===== src/rtl/vreg_wb_arbiter.sv =====
// Write-back arbiter for a 4-entry vector register bank: round-robin over ALU, load and
// immediate writers, a registered bank write port, and a per-register busy scoreboard.
module vreg_wb_arbiter #(
   parameter int unsigned DATA_W = 32
) (
   input  logic              i_clk,
   input  logic              i_rst_n,
   // requester 0: vector ALU, full-vector write
   input  logic              i_alu_valid,
   output logic              o_alu_ready,
   input  logic [1:0]        i_alu_vd,
   input  logic [DATA_W-1:0] i_alu_w1,
   input  logic [DATA_W-1:0] i_alu_w2,
   input  logic [DATA_W-1:0] i_alu_w3,
   input  logic [DATA_W-1:0] i_alu_w4,
   // requester 1: vector load, full-vector write
   input  logic              i_ld_valid,
   output logic              o_ld_ready,
   input  logic [1:0]        i_ld_vd,
   input  logic [DATA_W-1:0] i_ld_w1,
   input  logic [DATA_W-1:0] i_ld_w2,
   input  logic [DATA_W-1:0] i_ld_w3,
   input  logic [DATA_W-1:0] i_ld_w4,
   // requester 2: single-lane immediate write
   input  logic              i_im_valid,
   output logic              o_im_ready,
   input  logic [1:0]        i_im_vd,
   input  logic [1:0]        i_im_vindex,
   input  logic [DATA_W-1:0] i_im_imm,
   // issue-side reservation and hazard query
   input  logic              i_rsv_valid,
   output logic              o_rsv_ready,
   input  logic [1:0]        i_rsv_vd,
   input  logic              i_rd_valid,
   input  logic [1:0]        i_vs1,
   input  logic [1:0]        i_vs2,
   output logic              o_hazard,
   // register bank write port
   output logic              o_write_enable,
   output logic              o_write_imm,
   output logic [1:0]        o_vd,
   output logic [1:0]        o_vindex,
   output logic [DATA_W-1:0] o_imm,
   output logic [DATA_W-1:0] o_vw1,
   output logic [DATA_W-1:0] o_vw2,
   output logic [DATA_W-1:0] o_vw3,
   output logic [DATA_W-1:0] o_vw4,
   output logic [3:0]        o_busy
);

   logic [3:0]        r_busy;
   logic [1:0]        r_ptr;
   logic              r_write_enable;
   logic              r_write_imm;
   logic [1:0]        r_vd;
   logic [1:0]        r_vindex;
   logic [DATA_W-1:0] r_imm;
   logic [DATA_W-1:0] r_vw1;
   logic [DATA_W-1:0] r_vw2;
   logic [DATA_W-1:0] r_vw3;
   logic [DATA_W-1:0] r_vw4;

   logic [2:0]        w_elig;
   logic [2:0]        w_gnt;
   logic [1:0]        w_ptr_d;
   logic              w_rsv_set;
   logic [3:0]        w_busy_d;

   assign w_elig = {i_im_valid & ~r_busy[i_im_vd], i_ld_valid, i_alu_valid};

   // Priority order starts at r_ptr and wraps modulo 3.
   always_comb begin
      w_gnt = 3'b000;
      case (r_ptr)
         2'd1: begin
            if (w_elig[1])      w_gnt = 3'b010;
            else if (w_elig[2]) w_gnt = 3'b100;
            else if (w_elig[0]) w_gnt = 3'b001;
         end
         2'd2: begin
            if (w_elig[2])      w_gnt = 3'b100;
            else if (w_elig[0]) w_gnt = 3'b001;
            else if (w_elig[1]) w_gnt = 3'b010;
         end
         default: begin
            if (w_elig[0])      w_gnt = 3'b001;
            else if (w_elig[1]) w_gnt = 3'b010;
            else if (w_elig[2]) w_gnt = 3'b100;
         end
      endcase
   end

   always_comb begin
      w_ptr_d = r_ptr;
      if (w_gnt[0])      w_ptr_d = 2'd1;
      else if (w_gnt[1]) w_ptr_d = 2'd2;
      else if (w_gnt[2]) w_ptr_d = 2'd0;
   end

   // A reservation landing on the edge where its register retires is taken, so set wins.
   assign w_rsv_set = i_rsv_valid &
                      (~r_busy[i_rsv_vd] | (r_write_enable & (r_vd == i_rsv_vd)));

   always_comb begin
      w_busy_d = r_busy;
      if (r_write_enable) w_busy_d[r_vd] = 1'b0;
      if (w_rsv_set)      w_busy_d[i_rsv_vd] = 1'b1;
   end

   always_ff @(posedge i_clk or negedge i_rst_n) begin
      if (!i_rst_n) begin
         r_busy         <= 4'b0000;
         r_ptr          <= 2'd0;
         r_write_enable <= 1'b0;
         r_write_imm    <= 1'b0;
         r_vd           <= 2'd0;
         r_vindex       <= 2'd0;
         r_imm          <= '0;
         r_vw1          <= '0;
         r_vw2          <= '0;
         r_vw3          <= '0;
         r_vw4          <= '0;
      end else begin
         r_busy         <= w_busy_d;
         r_ptr          <= w_ptr_d;
         r_write_enable <= w_gnt[0] | w_gnt[1];
         r_write_imm    <= w_gnt[2];
         if (w_gnt[0]) begin
            r_vd  <= i_alu_vd;
            r_vw1 <= i_alu_w1;
            r_vw2 <= i_alu_w2;
            r_vw3 <= i_alu_w3;
            r_vw4 <= i_alu_w4;
         end else if (w_gnt[1]) begin
            r_vd  <= i_ld_vd;
            r_vw1 <= i_ld_w1;
            r_vw2 <= i_ld_w2;
            r_vw3 <= i_ld_w3;
            r_vw4 <= i_ld_w4;
         end else if (w_gnt[2]) begin
            r_vd     <= i_im_vd;
            r_vindex <= i_im_vindex;
            r_imm    <= i_im_imm;
         end
      end
   end

   assign o_alu_ready    = i_rst_n & w_gnt[0];
   assign o_ld_ready     = i_rst_n & w_gnt[1];
   assign o_im_ready     = i_rst_n & w_gnt[2];
   assign o_rsv_ready    = i_rst_n & ~r_busy[i_rsv_vd];
   assign o_hazard       = i_rd_valid & (r_busy[i_vs1] | r_busy[i_vs2]);
   assign o_write_enable = r_write_enable;
   assign o_write_imm    = r_write_imm;
   assign o_vd           = r_vd;
   assign o_vindex       = r_vindex;
   assign o_imm          = r_imm;
   assign o_vw1          = r_vw1;
   assign o_vw2          = r_vw2;
   assign o_vw3          = r_vw3;
   assign o_vw4          = r_vw4;
   assign o_busy         = r_busy;

endmodule


===== config.mk =====
export PLATFORM = sky130hd
export DESIGN_NAME = vreg_wb_arbiter
export DESIGN_NICKNAME = d
export VERILOG_FILES = /design/src/rtl/vreg_wb_arbiter.sv
export SDC_FILE = /design/constraint.sdc
export NUM_CORES = 1
export LEC_CHECK = 0
export ABC_AREA = 1
export CAP_MARGIN = 30
export CORE_AREA = 2 2 186 188
export CTS_CLUSTER_SIZE = 20
export DETAILED_ROUTE_END_ITERATION = 8
export DIE_AREA = 0 0 188 190
export SETUP_SLACK_MARGIN = 0.2
export SLEW_MARGIN = 30
export SYNTH_ARGS = -nofsm -noshare
export SYNTH_HDL_FRONTEND = slang
export SYNTH_SLANG_ARGS = --single-unit

===== constraint.sdc =====
create_clock -name i_clk -period 2.6 [get_ports i_clk]
set_clock_uncertainty 0.05 [all_clocks]
set_input_delay 0.52 -clock i_clk [delete_from_list [all_inputs] [get_ports i_clk]]
set_output_delay 0.52 -clock i_clk [all_outputs]
set_load 0.05 [all_outputs]

-- Word level (Yosys, flattened, before mapping)
Cells that the tools add are included.
- $add $sub $neg: 0
- multiply operators: 0
- div/mod/pow operators: 0
- $lt $le $gt $ge: 7
- equality and inequality tests: 3
- shift-type cells: 0
- mux-type cells: 38
- bitwise gates (word level): 18
- reduce and logical (&&, ||, !) cells: 5
- operators by type and width (cell ; count):
    two-way mux 32 bit ; 8
    two-way mux 3 bit ; 6
    two-way mux 2 bit ; 8
    less-than comparator 2 x 3 -> 1 bit, second input constant ; 5
    AND 1 bit ; 8
    binary-select mux 1 bit (select 2 bit) ; 4
    two-way mux 4 bit ; 2
    two-way mux 1 bit ; 7
    case mux 3 bit (2 select lines) ; 1
    AND 4 bit ; 1
    demux 1 bit (select 2 bit) ; 2
    greater-or-equal comparator 2 x 1 -> 1 bit, second input constant ; 2
    inverter 1 bit ; 4
    inverter 4 bit ; 1
    bitwise OR 4 bit ; 1
    bitwise OR 1 bit ; 3
    AND reduction 3 bit ; 1
    nonzero test 3 bit ; 1
    equality test 2 x 1 -> 1 bit, second input constant ; 1
    equality test 2 bit ; 1
    equality test 2 bit, second input constant ; 1
    logical AND 1 bit ; 2
    nonzero test 2 bit ; 1
- register bits: 172
- latch bits: 0
- memory bits (writable): 0
- ROM bits: 0
- input bits: 309
- output and inout bits: 175
- logic and storage cells: 82
- memories kept: 0

-- Longest topological paths before layout
- depth in word-level cells: 11
- gate-level depth with buffers: 15
- mapped depth without buffers: 13

-- Least setup slack after synthesis
No wires, ideal clock.
- path type: register to output
- start point: reg r_busy[3] (netlist: o_busy[3])
- end point: out o_alu_ready
- arrival time: 2077 ps
- required time: 2030 ps
- path slack: -47 ps
- cell stages (with the launch flop): 11
- path buffers: 2
- cells stage by stage: dfrtp_1 -> nand2_1 -> nand3_1 -> nand2_1 -> nand2_1 -> nand2_1 -> nand2_1 -> nand2_2 -> buf_6 -> buf_2 -> nor2_1
- cells in the longest elaborated chain, start to end: 8
- ends and longest elaborated chain (item ; RTL line ; text):
    start, declared ; 51 ; logic [3:0] r_busy;
    start signal, assigned ; 124 ; r_busy <= w_busy_d;
    binary-select mux 1 bit (select 2 bit) (*) ; 69 ; assign w_elig = {i_im_valid & ~r_busy[i_im_vd], i_ld_valid, i_alu_valid};
    two-way mux 1 bit (not written as such) (*) ; 69 ;
    inverter 1 bit (*) ; 69 ;
    AND 1 bit (*) ; 69 ;
    two-way mux 3 bit ; 77 ; else if (w_elig[2]) w_gnt = 3'b100;
    two-way mux 3 bit ; 76 ; if (w_elig[1]) w_gnt = 3'b010;
    case mux 3 bit (2 select lines) (*) ; 74 ; case (r_ptr)
    AND 1 bit (*) ; 148 ; assign o_alu_ready = i_rst_n & w_gnt[0];
    end, declared ; 10 ; output logic o_alu_ready,
Mark *: on every way between the ends. The rest lies on a longest branch, timed or not. The select of a mux whose other input is x is not followed.

-- Final worst setup path
- start point: reg r_ptr[1]
- end point: out o_im_ready
- cells in the longest elaborated chain, start to end: 3
- ends and longest elaborated chain (item ; RTL line ; text):
    start, declared ; 52 ; logic [1:0] r_ptr;
    start signal, assigned ; 125 ; r_ptr <= w_ptr_d;
    equality test 2 bit / equality test 2 x 1 -> 1 bit (equally long branches) ; 74 ;
    case mux 3 bit (2 select lines) (*) ; 74 ;
    AND 1 bit (*) ; 150 ; assign o_im_ready = i_rst_n & w_gnt[2];
    end, declared ; 26 ; output logic o_im_ready,
Mark *: on every way between the ends. The rest lies on a longest branch, timed or not.

==> impl_metrics.tcl <==
set metrics [dict create \
    route.antenna.remaining_nets 0 \
    holdPathStages 2 \
    critical_path_cell_list "ha_4 > inv_2 > or2_4 > o21ai_2 > nand3_2 > nor2_4 > buf_12" \
    layout.core_utilization 0.426 \
    boundaryPins 484 \
    globalRouteTotalUtil 0.178 \
    routability_congestion_estimate 0.831 \
    worst_setup_path_start_kind "register" \
    grt_first_pass_wirelength_um 49500 \
    timing.hold.worst.class "register to register" \
    critical_path_class "register to primary output" \
    clock_root_buffer "sky130_fd_sc_hd__clkbuf_16" \
    final-hold-violation-count 0 \
    timing.critical_path.required_ns 2.03 \
    pre_repair_dr_iteration_count 5 \
    fp-row-count 68 \
    grt_pass1_vias 8862 \
    worstReg2RegEnd "o_vw4[5]" \
    final_layout_size_suffix_gt1_frac 0.0833 \
    timing.critical_path.to_type "primary output" \
    final_critical_path_setup_slack_ns 0.0678 \
    grt_antenna_before_repair 1 \
    post_drt_via_cell_ratio 4.47 \
    pre_cts_ws_ns 0.0267 \
    synth.ff_latch_count 172 \
    route.vias.total 8587 \
    drv_cap 0 \
    floorplan.core_area_um2 33900 \
    postPlaceCellArea_um2 13500 \
    run_status "complete, no violations" \
    worst_r2r_path_depth 13 \
    synth_warnings 0 \
    io_buffers 483 \
    syn-instance-count 956 \
    grt_start_max_net_pins 100 \
    synth.net_count 1267 \
    reg2reg_slack_ns 0.20 \
    dieWidth_um 188 \
    syn_area_um2 7890 \
    worst-path-stages 7 \
    worst_setup_hold_path_clk_slew_ns 0.07 \
    clk_latency_ns 0.44 \
    seq_area_frac_synth 0.546 \
    post-dp-hpwl_um 24400 \
    drtIter0Drc 285 \
    crit_path_max_delay_cell_type "sky130_fd_sc_hd__dfrtp_1" \
    power.density_cell_area_nw_per_um2 1530 \
    post-route-min-period_ns 2.53 \
    cts_tree "built" \
    layoutNonFillerInstCount 1921 \
    clock_path_buffers 2 \
    net_count_final 1763 \
    wl_um 32700 \
    tritoncts.num_buffers 17 \
    slew-limit-headroom 0.525 \
    timing.critical_path.buf_inv 2 \
    remaining_global_route_overflow 0 \
    postLayoutCellArea_um2 14500 \
    kind_of_cell_with_the_highest_combined_delay_on_the_critical_path "simple AND/OR/NAND/NOR gates" \
    fin_setup_tns_ns 0 \
    number_of_setup_violations_in_the_final_report 0 \
    remaining_routing_drc_violations 0 \
    destination_of_the_worst_hold_path "o_imm[0]" \
    htree_num_levels 4 \
    distinct_cell_type_count_of_the_synthesized_netlist 27 \
    p_total_mw 22.0 \
    routedWlPerCell_um 17.0 \
    die_area_um2 35700 \
    min_from "o_imm[0]" \
    postSynthAreaPerCell_um2 8.25 \
    fmax_ghz 0.395 \
    crit-reg2reg-launch "r_ptr[1]" \
    final-max-slew-violation-count 0 \
    min_hold_slack_ns 0.420 \
    arrival_ns 1.96 \
    syn2layout_area_growth_pct 83.2 \
    rsz0062_at_grt "yes" \
    die_height_um 190 \
    tightestPinTransition_ns 0.712 \
    post-route-period-util 0.974 \
    final.fill_count 3284 \
    total_leakage_power_nw 6.06 \
    cts_sinks 172 \
    crit_fanout 2 \
    cp_slowest_stage_delay_ns 0.41 \
    critPathLaunch "r_ptr[1]" \
    ir_drop_worst_case_vdd_mv 0.737 \
    initial_core_utilization 0.232 \
    placed_cells 1871 \
]
[how the worst max path moves through the flow]
stage	end	slack [ns]
floorplan	o_alu_ready	0.18
global placement	o_vw2[9]	0.04
detailed placement	o_vw2[9]	0.03
CTS	o_im_ready	-0.05
global route	o_im_ready	-0.03
finish	o_im_ready	0.07
[sequential cells by signal, indices dropped and copies added, names as in the netlist]
signal / flops
o_imm: 32
o_vw1: 32
o_vw4: 32
o_vw3: 32
o_vd: 2
o_vw2: 32
o_write_imm: 1
o_write_enable: 1
o_vindex: 2
r_ptr: 2
o_busy: 4
[report_power, final]
group,total [mW],internal (mW),switching (mW),leakage [nW]
clock,2.85,1.66,1.19,0.314
combinational,14.3,5.05,9.25,3.69
sequential,4.89,4.09,0.802,2.05
[kinds of logic (layout without fill, tap and decap cells)]
logic type | Yosys count | count (layout) | share of synthesized area
AO/OA/AOI/OAI | 280 | 280 | 0.179
adder cells (fa/ha/maj) | 2 | 2 | 0.00317
AND/OR/NAND/NOR | 416 | 417 | 0.210
flip-flops | 172 | 172 | 0.546
other | 0 | 1 | 0
buffers and inverters | 86 | 594 | 0.0617
[synth_stat cells]
| master | number | share of area |
|---|---|---|
| sky130_fd_sc_hd__o211ai_1 | 1 | 0.00095 |
| sky130_fd_sc_hd__inv_4 | 1 | 0.00079 |
| sky130_fd_sc_hd__ha_1 | 2 | 0.0032 |
| sky130_fd_sc_hd__clkbuf_1 | 15 | 0.0071 |
| sky130_fd_sc_hd__inv_2 | 2 | 0.00095 |
| sky130_fd_sc_hd__clkbuf_2 | 6 | 0.0038 |
| sky130_fd_sc_hd__dfrtp_1 | 172 | 0.55 |
| sky130_fd_sc_hd__nand2_8 | 1 | 0.0025 |
| sky130_fd_sc_hd__or2_1 | 1 | 0.00079 |
| sky130_fd_sc_hd__nand2_4 | 2 | 0.0029 |
| sky130_fd_sc_hd__buf_4 | 6 | 0.0057 |
| sky130_fd_sc_hd__nor2_1 | 139 | 0.066 |
| sky130_fd_sc_hd__clkinv_1 | 1 | 0.00048 |
| sky130_fd_sc_hd__buf_2 | 26 | 0.016 |
| sky130_fd_sc_hd__buf_1 | 1 | 0.00048 |
| sky130_fd_sc_hd__o22ai_1 | 1 | 0.00079 |
| sky130_fd_sc_hd__a21oi_1 | 131 | 0.083 |
| sky130_fd_sc_hd__o221ai_1 | 1 | 0.0011 |
| sky130_fd_sc_hd__nand2_2 | 1 | 0.00079 |
| sky130_fd_sc_hd__o21ai_0 | 145 | 0.092 |
| sky130_fd_sc_hd__nand3_2 | 1 | 0.0013 |
| sky130_fd_sc_hd__a41oi_1 | 1 | 0.0011 |
| sky130_fd_sc_hd__nand3_1 | 44 | 0.028 |
| sky130_fd_sc_hd__buf_6 | 11 | 0.016 |
| sky130_fd_sc_hd__buf_12 | 1 | 0.0025 |
| sky130_fd_sc_hd__nand2_1 | 227 | 0.11 |
| sky130_fd_sc_hd__inv_1 | 16 | 0.0076 |
[cell type report]
class | count | area (um^2) | share of cell area
timing repair buffer | 542 | 5630 | 0.389
tap | 455 | 569 | 0.0394
multi-input combinational | 699 | 3210 | 0.222
clock inverter | 14 | 205 | 0.0142
sequential | 172 | 4300 | 0.298
clock buffer | 18 | 439 | 0.0304
antenna | 1 | 2.50 | 0.000173
inverter | 20 | 92.6 | 0.00641
[layer usage]
| metal | up-vias | wire (um) | global-route usage |
|---|---|---|---|
| met5 | - | 0 | 0 |
| met2 | 363 | 16400 | 0.311 |
| met3 | 40 | 2520 | 0.0535 |
| li1 | 4147 | - | - |
| met4 | 0 | 800 | 0.0648 |
| met1 | 4037 | 13000 | 0.207 |
[cell usage in the layout (no fill, tap or decap), types with 2 or more instances in the layout]
cell type,n
sky130_fd_sc_hd__o21ai_2,4
sky130_fd_sc_hd__nand3_2,2
sky130_fd_sc_hd__dlymetal6s2s_1,2
sky130_fd_sc_hd__inv_2,3
sky130_fd_sc_hd__nand2_4,2
sky130_fd_sc_hd__nor2_4,3
sky130_fd_sc_hd__clkbuf_16,18
sky130_fd_sc_hd__o21ai_0,140
sky130_fd_sc_hd__nand3_1,43
sky130_fd_sc_hd__buf_4,35
sky130_fd_sc_hd__nand2_2,2
sky130_fd_sc_hd__bufinv_16,4
sky130_fd_sc_hd__inv_6,4
sky130_fd_sc_hd__clkinv_4,3
sky130_fd_sc_hd__nor2_1,136
sky130_fd_sc_hd__clkdlybuf4s50_1,475
sky130_fd_sc_hd__a21oi_1,130
sky130_fd_sc_hd__inv_1,14
sky130_fd_sc_hd__nand2_8,3
sky130_fd_sc_hd__inv_4,2
sky130_fd_sc_hd__nand2_1,225
sky130_fd_sc_hd__dfrtp_1,172
sky130_fd_sc_hd__buf_12,27
[repair_timing]
| item | 4_1_cts | 5_1_grt |
|---|---|---|
| hold buffers | 2 | 0 |
| buffers inserted | 11 | 2 |
| hold endpoints to repair | 23 | 0 |
| gates resized for setup | 9 | 19 |
| endpoints found under the setup margin | 3 | 42 |
| cloned | 0 | 2 |
| pin swaps | 9 | 10 |
[worst register-to-register path: cells and delay by family, from the launching register on]
family                   cells  cell delay, ns
adder cells (fa/ha/maj)      1            0.29
AND/OR/NAND/NOR              3            0.36
buffers and inverters        6            0.76
flip-flops                   1            0.41
AO/OA/AOI/OAI                3            0.41
Power figures use the tool's default switching activity.
